<file path="src/rtl/nibbler_seq_pkg.sv">
// Shared types and constants for the nibbler instruction sequencer.
// Holds the state and opcode enums, control-word bit positions and the
// EXEC-cycle control-word decode.
package nibbler_seq_pkg;

  localparam int unsigned CTRL_W = 16;
  localparam int unsigned OP_W   = 4;
  localparam int unsigned CNT_W  = 8;

  typedef enum logic [2:0] {
    ST_IDLE  = 3'd0,
    ST_FETCH = 3'd1,
    ST_EXEC  = 3'd2,
    ST_WAIT  = 3'd3,
    ST_HALT  = 3'd4
  } state_t;

  typedef enum logic [OP_W-1:0] {
    OP_JC   = 4'h0,
    OP_JNC  = 4'h1,
    OP_CMPI = 4'h2,
    OP_CMPM = 4'h3,
    OP_LIT  = 4'h4,
    OP_IN   = 4'h5,
    OP_LD   = 4'h6,
    OP_ST   = 4'h7,
    OP_JZ   = 4'h8,
    OP_JNZ  = 4'h9,
    OP_ADDI = 4'hA,
    OP_ADDM = 4'hB,
    OP_JMP  = 4'hC,
    OP_OUT  = 4'hD,
    OP_NORI = 4'hE,
    OP_NORM = 4'hF
  } opcode_t;

  // Control-word bit positions
  localparam int unsigned B_INC_PC   = 15;
  localparam int unsigned B_N_LOADPC = 14;
  localparam int unsigned B_LOAD_A   = 13;
  localparam int unsigned B_FLAGS_EN = 12;
  localparam int unsigned B_N_CIN    = 11;
  localparam int unsigned B_S_LSB    = 6;
  localparam int unsigned S_W        = 5;
  localparam int unsigned B_N_CS     = 5;
  localparam int unsigned B_N_WE     = 4;
  localparam int unsigned B_N_ALUBUS = 3;
  localparam int unsigned B_N_IN     = 2;
  localparam int unsigned B_N_OPER   = 1;
  localparam int unsigned B_N_OUT    = 0;

  // Quiescent word: PC held, all active-low enables deasserted
  localparam logic [CTRL_W-1:0] CTRL_IDLE = 16'h403F;

  // Bits cleared while a memory access is stalled so nothing commits early
  localparam logic [CTRL_W-1:0] WAIT_HOLD_MASK =
    ~((CTRL_W'(1) << B_INC_PC) | (CTRL_W'(1) << B_LOAD_A) | (CTRL_W'(1) << B_FLAGS_EN));

  // ALU function select codes
  localparam logic [S_W-1:0] ALU_SUB    = 5'b00110;
  localparam logic [S_W-1:0] ALU_PASS_B = 5'b01010;
  localparam logic [S_W-1:0] ALU_PASS_A = 5'b01111;
  localparam logic [S_W-1:0] ALU_ADD    = 5'b01001;
  localparam logic [S_W-1:0] ALU_NOR    = 5'b10001;

  // Opcodes that touch RAM and may stall on mem_ready
  function automatic logic is_mem_op(input opcode_t op);
    return op inside {OP_CMPM, OP_LD, OP_ST, OP_ADDM, OP_NORM};
  endfunction

  // Completing-cycle control word for each opcode, jump condition resolved
  function automatic logic [CTRL_W-1:0] exec_ctrl(input opcode_t op,
                                                  input logic carry,
                                                  input logic zero);
    logic [CTRL_W-1:0] w;
    logic              take;
    w           = CTRL_IDLE;
    w[B_INC_PC] = 1'b1;
    take        = 1'b0;
    case (op)
      OP_JC:   begin w[B_N_OPER] = 1'b0; take = carry;  end
      OP_JNC:  begin w[B_N_OPER] = 1'b0; take = ~carry; end
      OP_JZ:   begin w[B_N_OPER] = 1'b0; take = zero;   end
      OP_JNZ:  begin w[B_N_OPER] = 1'b0; take = ~zero;  end
      OP_JMP:  begin w[B_N_OPER] = 1'b0; take = 1'b1;   end
      OP_CMPI: begin
        w[B_FLAGS_EN] = 1'b1; w[B_S_LSB +: S_W] = ALU_SUB; w[B_N_OPER] = 1'b0;
      end
      OP_CMPM: begin
        w[B_FLAGS_EN] = 1'b1; w[B_S_LSB +: S_W] = ALU_SUB; w[B_N_CS] = 1'b0;
      end
      OP_LIT: begin
        w[B_LOAD_A] = 1'b1; w[B_S_LSB +: S_W] = ALU_PASS_B; w[B_N_OPER] = 1'b0;
      end
      OP_IN: begin
        w[B_LOAD_A] = 1'b1; w[B_S_LSB +: S_W] = ALU_PASS_B; w[B_N_IN] = 1'b0;
      end
      OP_LD: begin
        w[B_LOAD_A] = 1'b1; w[B_S_LSB +: S_W] = ALU_PASS_B; w[B_N_CS] = 1'b0;
      end
      OP_ST: begin
        w[B_S_LSB +: S_W] = ALU_PASS_A; w[B_N_CS] = 1'b0; w[B_N_WE] = 1'b0;
        w[B_N_ALUBUS] = 1'b0;
      end
      OP_ADDI: begin
        w[B_LOAD_A] = 1'b1; w[B_FLAGS_EN] = 1'b1; w[B_N_CIN] = 1'b1;
        w[B_S_LSB +: S_W] = ALU_ADD; w[B_N_OPER] = 1'b0;
      end
      OP_ADDM: begin
        w[B_LOAD_A] = 1'b1; w[B_FLAGS_EN] = 1'b1; w[B_N_CIN] = 1'b1;
        w[B_S_LSB +: S_W] = ALU_ADD; w[B_N_CS] = 1'b0;
      end
      OP_OUT: begin
        w[B_S_LSB +: S_W] = ALU_PASS_A; w[B_N_ALUBUS] = 1'b0; w[B_N_OUT] = 1'b0;
      end
      OP_NORI: begin
        w[B_LOAD_A] = 1'b1; w[B_FLAGS_EN] = 1'b1; w[B_N_CIN] = 1'b1;
        w[B_S_LSB +: S_W] = ALU_NOR; w[B_N_OPER] = 1'b0;
      end
      OP_NORM: begin
        w[B_LOAD_A] = 1'b1; w[B_FLAGS_EN] = 1'b1; w[B_N_CIN] = 1'b1;
        w[B_S_LSB +: S_W] = ALU_NOR; w[B_N_CS] = 1'b0;
      end
      default: ;
    endcase
    if (take) begin
      w[B_INC_PC]   = 1'b0;
      w[B_N_LOADPC] = 1'b0;
    end
    return w;
  endfunction

endpackage

</file>
<file path="src/rtl/nibbler_seq_wait.sv">
// Memory-wait cycle counter with timeout compare for nibbler_seq.
// Counter is held at zero outside WAIT, so it is cleared on every entry.
module nibbler_seq_wait
  import nibbler_seq_pkg::*;
#(
  parameter int unsigned WAIT_MAX = 15
) (
  input  logic clk,
  input  logic reset,
  input  logic in_wait,
  input  logic mem_ready,
  output logic timeout_c
);

  logic [CNT_W-1:0] cnt;
  logic [CNT_W-1:0] cnt_inc;

  assign cnt_inc = cnt + CNT_W'(1);

  // Count WAIT cycles; zero whenever the FSM is elsewhere
  always_ff @(posedge clk or posedge reset) begin
    if (reset)        cnt <= '0;
    else if (in_wait) cnt <= cnt_inc;
    else              cnt <= '0;
  end

  // Timeout when this WAIT cycle is the WAIT_MAX-th without a ready
  assign timeout_c = in_wait & ~mem_ready & (cnt_inc == CNT_W'(WAIT_MAX));

endmodule

</file>
<file path="src/rtl/nibbler_seq.sv">
// Nibbler instruction sequencer: IDLE/FETCH/EXEC/WAIT/HALT control FSM that
// emits the datapath control word for each fetched opcode.
// Optional feature macro: NIBBLER_SEQ_STEP_EN (single-step via step edge).
module nibbler_seq
  import nibbler_seq_pkg::*;
#(
  parameter int unsigned WAIT_MAX = 15
) (
  input  logic              clk,
  input  logic              reset,
  input  logic              run,
  input  logic              step,
  input  logic [OP_W-1:0]   opcode,
  input  logic              carry,
  input  logic              zero,
  input  logic              mem_ready,
  output logic [CTRL_W-1:0] ctrl,
  output logic              fetch_en,
  output logic              halted,
  output logic              err
);

  state_t            state;
  state_t            next_state;
  opcode_t           op;
  logic [CTRL_W-1:0] exec_word;
  logic              mem_stall_c;
  logic              in_wait_c;
  logic              wait_timeout_c;
  logic              step_rise_c;
  logic              stepped;
  state_t            done_state;

  assign op          = opcode_t'(opcode);
  assign exec_word   = exec_ctrl(op, carry, zero);
  assign mem_stall_c = is_mem_op(op) & ~mem_ready;
  assign in_wait_c   = (state == ST_WAIT);
  assign done_state  = (run && !stepped) ? ST_FETCH : ST_IDLE;

`ifdef NIBBLER_SEQ_STEP_EN
  logic step_q;

  // Step edge register
  always_ff @(posedge clk or posedge reset) begin
    if (reset) step_q <= 1'b0;
    else       step_q <= step;
  end

  assign step_rise_c = step & ~step_q;

  // Remember whether the current instruction was launched by a step edge
  always_ff @(posedge clk or posedge reset) begin
    if (reset)                                             stepped <= 1'b0;
    else if (state == ST_IDLE && next_state == ST_FETCH)   stepped <= step_rise_c;
  end
`else
  logic unused_step;
  assign unused_step = step;
  assign step_rise_c = 1'b0;
  assign stepped     = 1'b0;
`endif

  nibbler_seq_wait #(
    .WAIT_MAX (WAIT_MAX)
  ) u_wait (
    .clk       (clk),
    .reset     (reset),
    .in_wait   (in_wait_c),
    .mem_ready (mem_ready),
    .timeout_c (wait_timeout_c)
  );

  // State register
  always_ff @(posedge clk or posedge reset) begin
    if (reset) state <= ST_IDLE;
    else       state <= next_state;
  end

  // Next-state logic
  always_comb begin
    next_state = state;
    case (state)
      ST_IDLE:  if (run || step_rise_c) next_state = ST_FETCH;
      ST_FETCH: next_state = ST_EXEC;
      ST_EXEC:  next_state = mem_stall_c ? ST_WAIT : done_state;
      ST_WAIT: begin
        if (mem_ready)           next_state = done_state;
        else if (wait_timeout_c) next_state = ST_HALT;
      end
      ST_HALT:  next_state = ST_HALT;
      default:  next_state = ST_IDLE;
    endcase
  end

  // Output decode; stalled memory cycles hold the word with commits masked
  always_comb begin
    ctrl     = CTRL_IDLE;
    fetch_en = 1'b0;
    halted   = 1'b0;
    err      = 1'b0;
    case (state)
      ST_IDLE:  halted = 1'b1;
      ST_FETCH: fetch_en = 1'b1;
      ST_EXEC:  ctrl = mem_stall_c ? (exec_word & WAIT_HOLD_MASK) : exec_word;
      ST_WAIT:  ctrl = mem_ready ? exec_word : (exec_word & WAIT_HOLD_MASK);
      ST_HALT: begin
        halted = 1'b1;
        err    = 1'b1;
      end
      default:  halted = 1'b1;
    endcase
  end

endmodule

</file>
<file path="config.mk">
export PLATFORM = sky130hd
export DESIGN_NAME = nibbler_seq
export DESIGN_NICKNAME = d
export VERILOG_FILES = /design/src/rtl/nibbler_seq_pkg.sv /design/src/rtl/nibbler_seq_wait.sv /design/src/rtl/nibbler_seq.sv
export SDC_FILE = /design/constraint.sdc
export NUM_CORES = 1
export LEC_CHECK = 0
export ABC_CLOCK_PERIOD_IN_PS = 3500
export CAP_MARGIN = 0
export CELL_PAD_IN_SITES_DETAIL_PLACEMENT = 1
export CELL_PAD_IN_SITES_GLOBAL_PLACEMENT = 1
export CORE_ASPECT_RATIO = 0.9
export CORE_MARGIN = 5
export CORE_UTILIZATION = 34
export CTS_CLUSTER_DIAMETER = 30
export DETAILED_ROUTE_END_ITERATION = 10
export PLACE_DENSITY_LB_ADDON = 0.1
export REMOVE_ABC_BUFFERS = 1
export SLEW_MARGIN = 20
export SYNTH_ARGS = -nofsm -noshare
export SYNTH_HDL_FRONTEND = slang
export SYNTH_SLANG_ARGS = --single-unit
</file>
<file path="constraint.sdc">
create_clock -name clk -period 3.5 [get_ports clk]
set_input_delay 1.05 -clock clk [delete_from_list [all_inputs] [get_ports clk]]
set_output_delay 1.05 -clock clk [all_outputs]
set_load 0.05 [all_outputs]
</file>
### Word-level counts from Yosys, hierarchy flattened

Cells that the tools add are included.

* bits in registers: 11
* output and inout bits: 19
* word-level logic and storage cells: 71

* add/subtract/negate cells: 1
* eq/ne operators: 22
* muxes and demuxes: 25
* bitwise operators: 6
* reductions and logical operators: 15

Operators by type and width (number)
* $eq A4 B4 Y1 const B: 8
* $mux W16: 2
* $pmux W16 S2: 1
* $pmux W5 S5: 1
* $eq A4 B3 Y1 const B: 4
* $pmux W3 S5: 1
* $mux W1: 13
* $mux W3: 3
* $reduce_or A9 Y1: 1
* $add A8 B1 Y8 const B: 1
* $eq A4 B2 Y1 const B: 2
* $eq A8 B4 Y1 const B: 1
* $mux W8: 1
* $reduce_or A2 Y1: 4
* $reduce_or A7 Y1: 1
* $eq A3 B2 Y1 const B: 2
* $reduce_or A3 Y1: 2
* $reduce_or A6 Y1: 1
* $pmux W1 S5: 1
* $reduce_bool A5 Y1: 1
* $reduce_or A5 Y1: 1
* $eq A4 B1 Y1 const B: 1
* $logic_not A4 Y1: 1
* $mux W2: 2
* other kinds (9): 13

### Depth between registers and ports, before layout

* depth after elaboration: 6
* gate-level depth with buffers: 5
* depth with buffers taken out: 5

### Hierarchy

Synthesis repeated with hierarchy kept, for this count alone.

* cells, all modules: 114
* area, all modules: 939.7 um^2

By module, submodules not included
* nibbler_seq: instances 1, cells an instance 74, area an instance 499.2 um^2
* nibbler_seq_wait: instances 1, cells an instance 40, area an instance 440.4 um^2

### Worst setup path before layout

Ideal clock, no wire load.

* path kind: input port to output port
* start point: input opcode[0]
* end point: output ctrl[15]
* arrival time: 2.773 ns
* path slack: -0.323 ns
* stages: 5
* path buffers: 1
* path through: buf_2 > xnor2_1 > o22a_1 > o21ai_1 > a211oi_1

* cells in the longest elaborated chain, start to end: 5

RTL lines
* start: declaration: line nibbler_seq.sv:13 `input logic [OP_W-1:0] opcode,`
* $eq A4 B4 Y1 (tied with other cells): line nibbler_seq_pkg.sv:80 `case (op)`
* $pmux W1 S5 / $reduce_bool A5 Y1 (equally long branches): line nibbler_seq_pkg.sv:80, nibbler_seq_pkg.sv:68
* $mux W2 / $and A1 B1 Y1 (equally long branches): line nibbler_seq_pkg.sv:126, nibbler_seq.sv:36
* $mux W16 (on tied branches): line nibbler_seq.sv:105, nibbler_seq.sv:104
* $pmux W16 S2 *: line nibbler_seq.sv:101 `case (state)`
* end: declaration: line nibbler_seq.sv:17 `output logic [CTRL_W-1:0] ctrl,`

Mark *: on every way between the ends. The rest lies on a longest branch, timed or not.

### Worst setup path after layout

* start point: input carry
* end point: output ctrl[15]

* cells in the longest elaborated chain, start to end: 5

RTL lines
* start: declaration: line nibbler_seq.sv:14 `input logic carry,`
* $not A1 Y1: line nibbler_seq_pkg.sv:82 `OP_JNC: begin w[B_N_OPER] = 1'b0; take = ~carry; end`
* $pmux W1 S5 *: line nibbler_seq_pkg.sv:80
* $mux W2 *: line nibbler_seq_pkg.sv:126 `if (take) begin`
* $mux W16 (on tied branches): line nibbler_seq.sv:105, nibbler_seq.sv:104
* $pmux W16 S2 *: line nibbler_seq.sv:101

Marks and branches as above.

==> reports/results.tsv <==
stage	metric	value	unit
cells_and_area	most frequent cells in the layout	20 x buf_4, 15 x nor2_1, 13 x buf_12	
synthesis	share of the synthesized area in the top cell type	0.3129	
outcome	outcome	finished clean	
cells_and_area	Layout Cells excl Fill	185	
cells_and_area	commonest non-fill, non-tap cell in the layout	buf_4	
sta	Slew HR	0.6301	
sta	skew final	3.168	ps
global_routing	via count of the first global-routing pass	1091	
detailed_routing	met1 wire length	1.335	mm
min_path	min-delay worst type	reg -> reg	
clock_network	# H-tree levels	1	
sta	max-slew violation count	0	
pwr	LEAKAGE	0.6881	nW
synthesis	synth top area cells	dfrtp_1 31%, nor2_1 6.4%, nand3_1 5.7%	
clock_network	Num Clock Sinks	11	
placed_design	Inst Count DP	181	
cells_and_area	share of layout cells above drive strength 1	0.3376	
sta	post-layout minimum cycle time	3417	ps
floorplanning	Initial Utilization	0.3565	
cells_and_area	Antenna Cells	0	
floorplanning	row count	17	
floorplanning	Die Y	58.26	µm
flow_run	total of max-cap violations	0	
placed_design	Post-DP HPWL	2.501	mm
synthesis	synth unique cells	41	
floorplanning	CORE AREA	0.002467	mm²
min_path	Hold Startpoint	u_wait.cnt[7]	
detailed_routing	Top Layer Used	met4	
synthesis	Synth Instances	111	
clock_network	clock root buffer	clkbuf_4	
critical_path	launch point of the worst reg-to-reg path	state[1]	
global_routing	initial antenna violation count	0	
critical_path	CP max FO	2	
detailed_routing	vias per cell	5.443	
global_routing	gr usage total	0.1796	
detailed_routing	drt wl/cell	16.65	µm
detailed_routing	First-pass DRT Iterations	4	
cells_and_area	area grow syn2layout	68.14	%
cells_and_area	Post-Route Utilization	0.5994	
sta	crit share post-route	0.9763	
clock_network	CTS clock-pin slew for the worst setup and hold paths	60	ps
sta	Final Hold Vio Count	0	
critical_path	Critical Path End Type	output port	
pwr	Overall Power	0.7663	mW
detailed_routing	Post-DRT Antenna Nets	0	
critical_path	type of origin of the critical path	primary input	
global_routing	global route overflow	0	
sta	Worst Tran Pin Value	553.7	ps
floorplanning	die area	0.003706	mm²
critical_path	CP arrival	2370	ps
clock_network	Skew-Pair Late Insertion Delay	270	ps
synthesis	register bit total from synthesis	11	
floorplanning	IO Count	30	
pwr	Worst IR Drop VDD	0.0005405	V
sta	RSZ-0062 raised after global routing	false	
floorplanning	Die W	63.62	µm
critical_path	slowest stage delay, CP	470	ps
critical_path	Cell Chain, Critical Path	clkdlybuf4s50_1 > xnor2_1 > o22a_1 > o21ai_2 > a211oi_2 > buf_4 > buf_12	
clock_network	Longest Clk Path Bufs	2	
global_routing	first-pass GRT wire length	5.299	mm
synthesis	sequential fraction of the synthesis area	0.3129	
placed_design	GP Congestion	0.8032	
clock_network	CTS tree	done	
sta	Final Setup Violations	0	
placed_design	Port Buf Inserts	28	
synthesis	Yosys top cell by area	dfrtp_1	
synthesis	yosys synthesis warning count	0	
detailed_routing	drt drc	0	
detailed_routing	vias	1007	
synthesis	synthesized area	879.6	µm²
critical_path	CP bufs+invs	3	
clock_network	cts bufs inserted	3	
cells_and_area	Layout Nets	171	
sta	fmax	0.2926	GHz
detailed_routing	DR WL met3	127	µm
detailed_routing	routed wire length	3.081	mm
critical_path	kind of critical path	in -> out	
critical_path	delay-heaviest family, CP	buffers and inverters	
clock_network	Setup Fix Bufs, Post-CTS	0	
detailed_routing	number of DRC markers in iteration 0	19	
pwr	Power Dens Cells	518.1	mW/mm²
detailed_routing	met2 wire length	1.580	mm
critical_path	crit path max-delay cell type	clkdlybuf4s50_1	
critical_path	Worst EP required	2450	ps
synthesis	syn avg cell area	7.924	µm²
critical_path	Worst Setup SP	carry	
global_routing	largest net degree at the start of global routing	12	
-- cells in the mapped netlist --
library cell	n
nor2_1	15
dfrtp_1	11
nand3_1	10
inv_1	8
a21oi_1	7
nand2_1	7
nand2b_1	4
xor2_1	4
and3_1	3
buf_2	3
nor3_1	3
or2_2	3
a221oi_1	2
ha_1	2
o21ai_1	2
xnor2_1	2
a211o_1	1
a211oi_1	1
a21bo_1	1
a21o_1	1
a22oi_1	1
a31oi_1	1
and2_2	1
and2_4	1
and2b_4	1
buf_6	1
clkbuf_1	1
inv_2	1
nand3b_1	1
nand4_1	1
nor2b_1	1
nor4b_1	1
o2111ai_2	1
o211a_1	1
o211ai_1	1
o21ai_0	1
o21ba_2	1
o21bai_2	1
o22a_1	1
o41ai_1	1
or3_4	1
-- flip-flops by register name (all words and copies together), names as in the netlist --
signal      flops
state           3
u_wait.cnt      8
-- metrics by stage --
| step | setup TNS (ps) | setup slack (ps) | hold slack [ps] | area (µm²) |
|---|---|---|---|---|
| finish | 0 | 82.88 | 546.9 | 1479 |
| global placement | -540.6 | -141.7 | 531.9 | 1430 |
| CTS | 0 | 72.24 | 550.1 | 1471 |
| detailed placement | -880.1 | -176.0 | 531.0 | 1430 |
| floorplan | -399.6 | -252.4 | 505.6 | 849.6 |
| global route | 0 | 20.00 | 601.4 | 1479 |
-- report_power, final --
group          switching (mW)  internal, mW
Sequential             0.0308         0.143
Clock                  0.0408        0.0441
Combinational           0.292         0.216
-- layout make-up --
| class | count | area [µm²] |
|---|---|---|
| inverter | 9 | 33.78 |
| sequential | 11 | 275.3 |
| clock buffer | 4 | 26.28 |
| tap | 28 | 35.03 |
| fill | 299 | 988.4 |
| timing repair buffer | 47 | 549.3 |
| multi-input combinational | 86 | 559.3 |
-- cells by family (layout without fill, tap and decap cells) --
kind of cell / Yosys count / after routing / synth area share
buffers and inverters: 14 / 60 / 0.07253
AO/OA/AOI/OAI: 25 / 25 / 0.2120
AND/OR/NAND/NOR: 53 / 53 / 0.3144
XOR/XNOR: 6 / 6 / 0.05974
adder cells (fa/ha/maj): 2 / 2 / 0.02844
flip-flops: 11 / 11 / 0.3129
-- timing repair --
| action | in CTS | in global routing |
|---|---|---|
| pin swaps | 4 | 0 |
| hold buffers | 0 | 0 |
| setup endpoints to repair | 11 | 3 |
| gates resized for setup | 9 | 2 |
-- layer usage --
layer | GRT usage | vias up
met5 | 0 | -
met1 | 0.2305 | 498
li1 | - | 474
met4 | 0.03858 | 0
met2 | 0.3043 | 29
met3 | 0.04651 | 6
-- tightest hold or removal path, cell delays in order, from the launching register on --
cell and delay, ps:
dfrtp_1 360, xor2_1 70, nor2_1 70
-- worst paths after layout --
kind,to,slack (ps),depth (start not counted)
setup / recovery,ctrl[15],80,7
hold / removal,u_wait.cnt[7],550,2
setup reg to reg,state[2],1820,4
hold reg to reg,u_wait.cnt[7],550,2
max in group asynchronous,state[2],2140,2
min in group asynchronous,state[0],1070,2
Power figures use the tool's default switching activity.
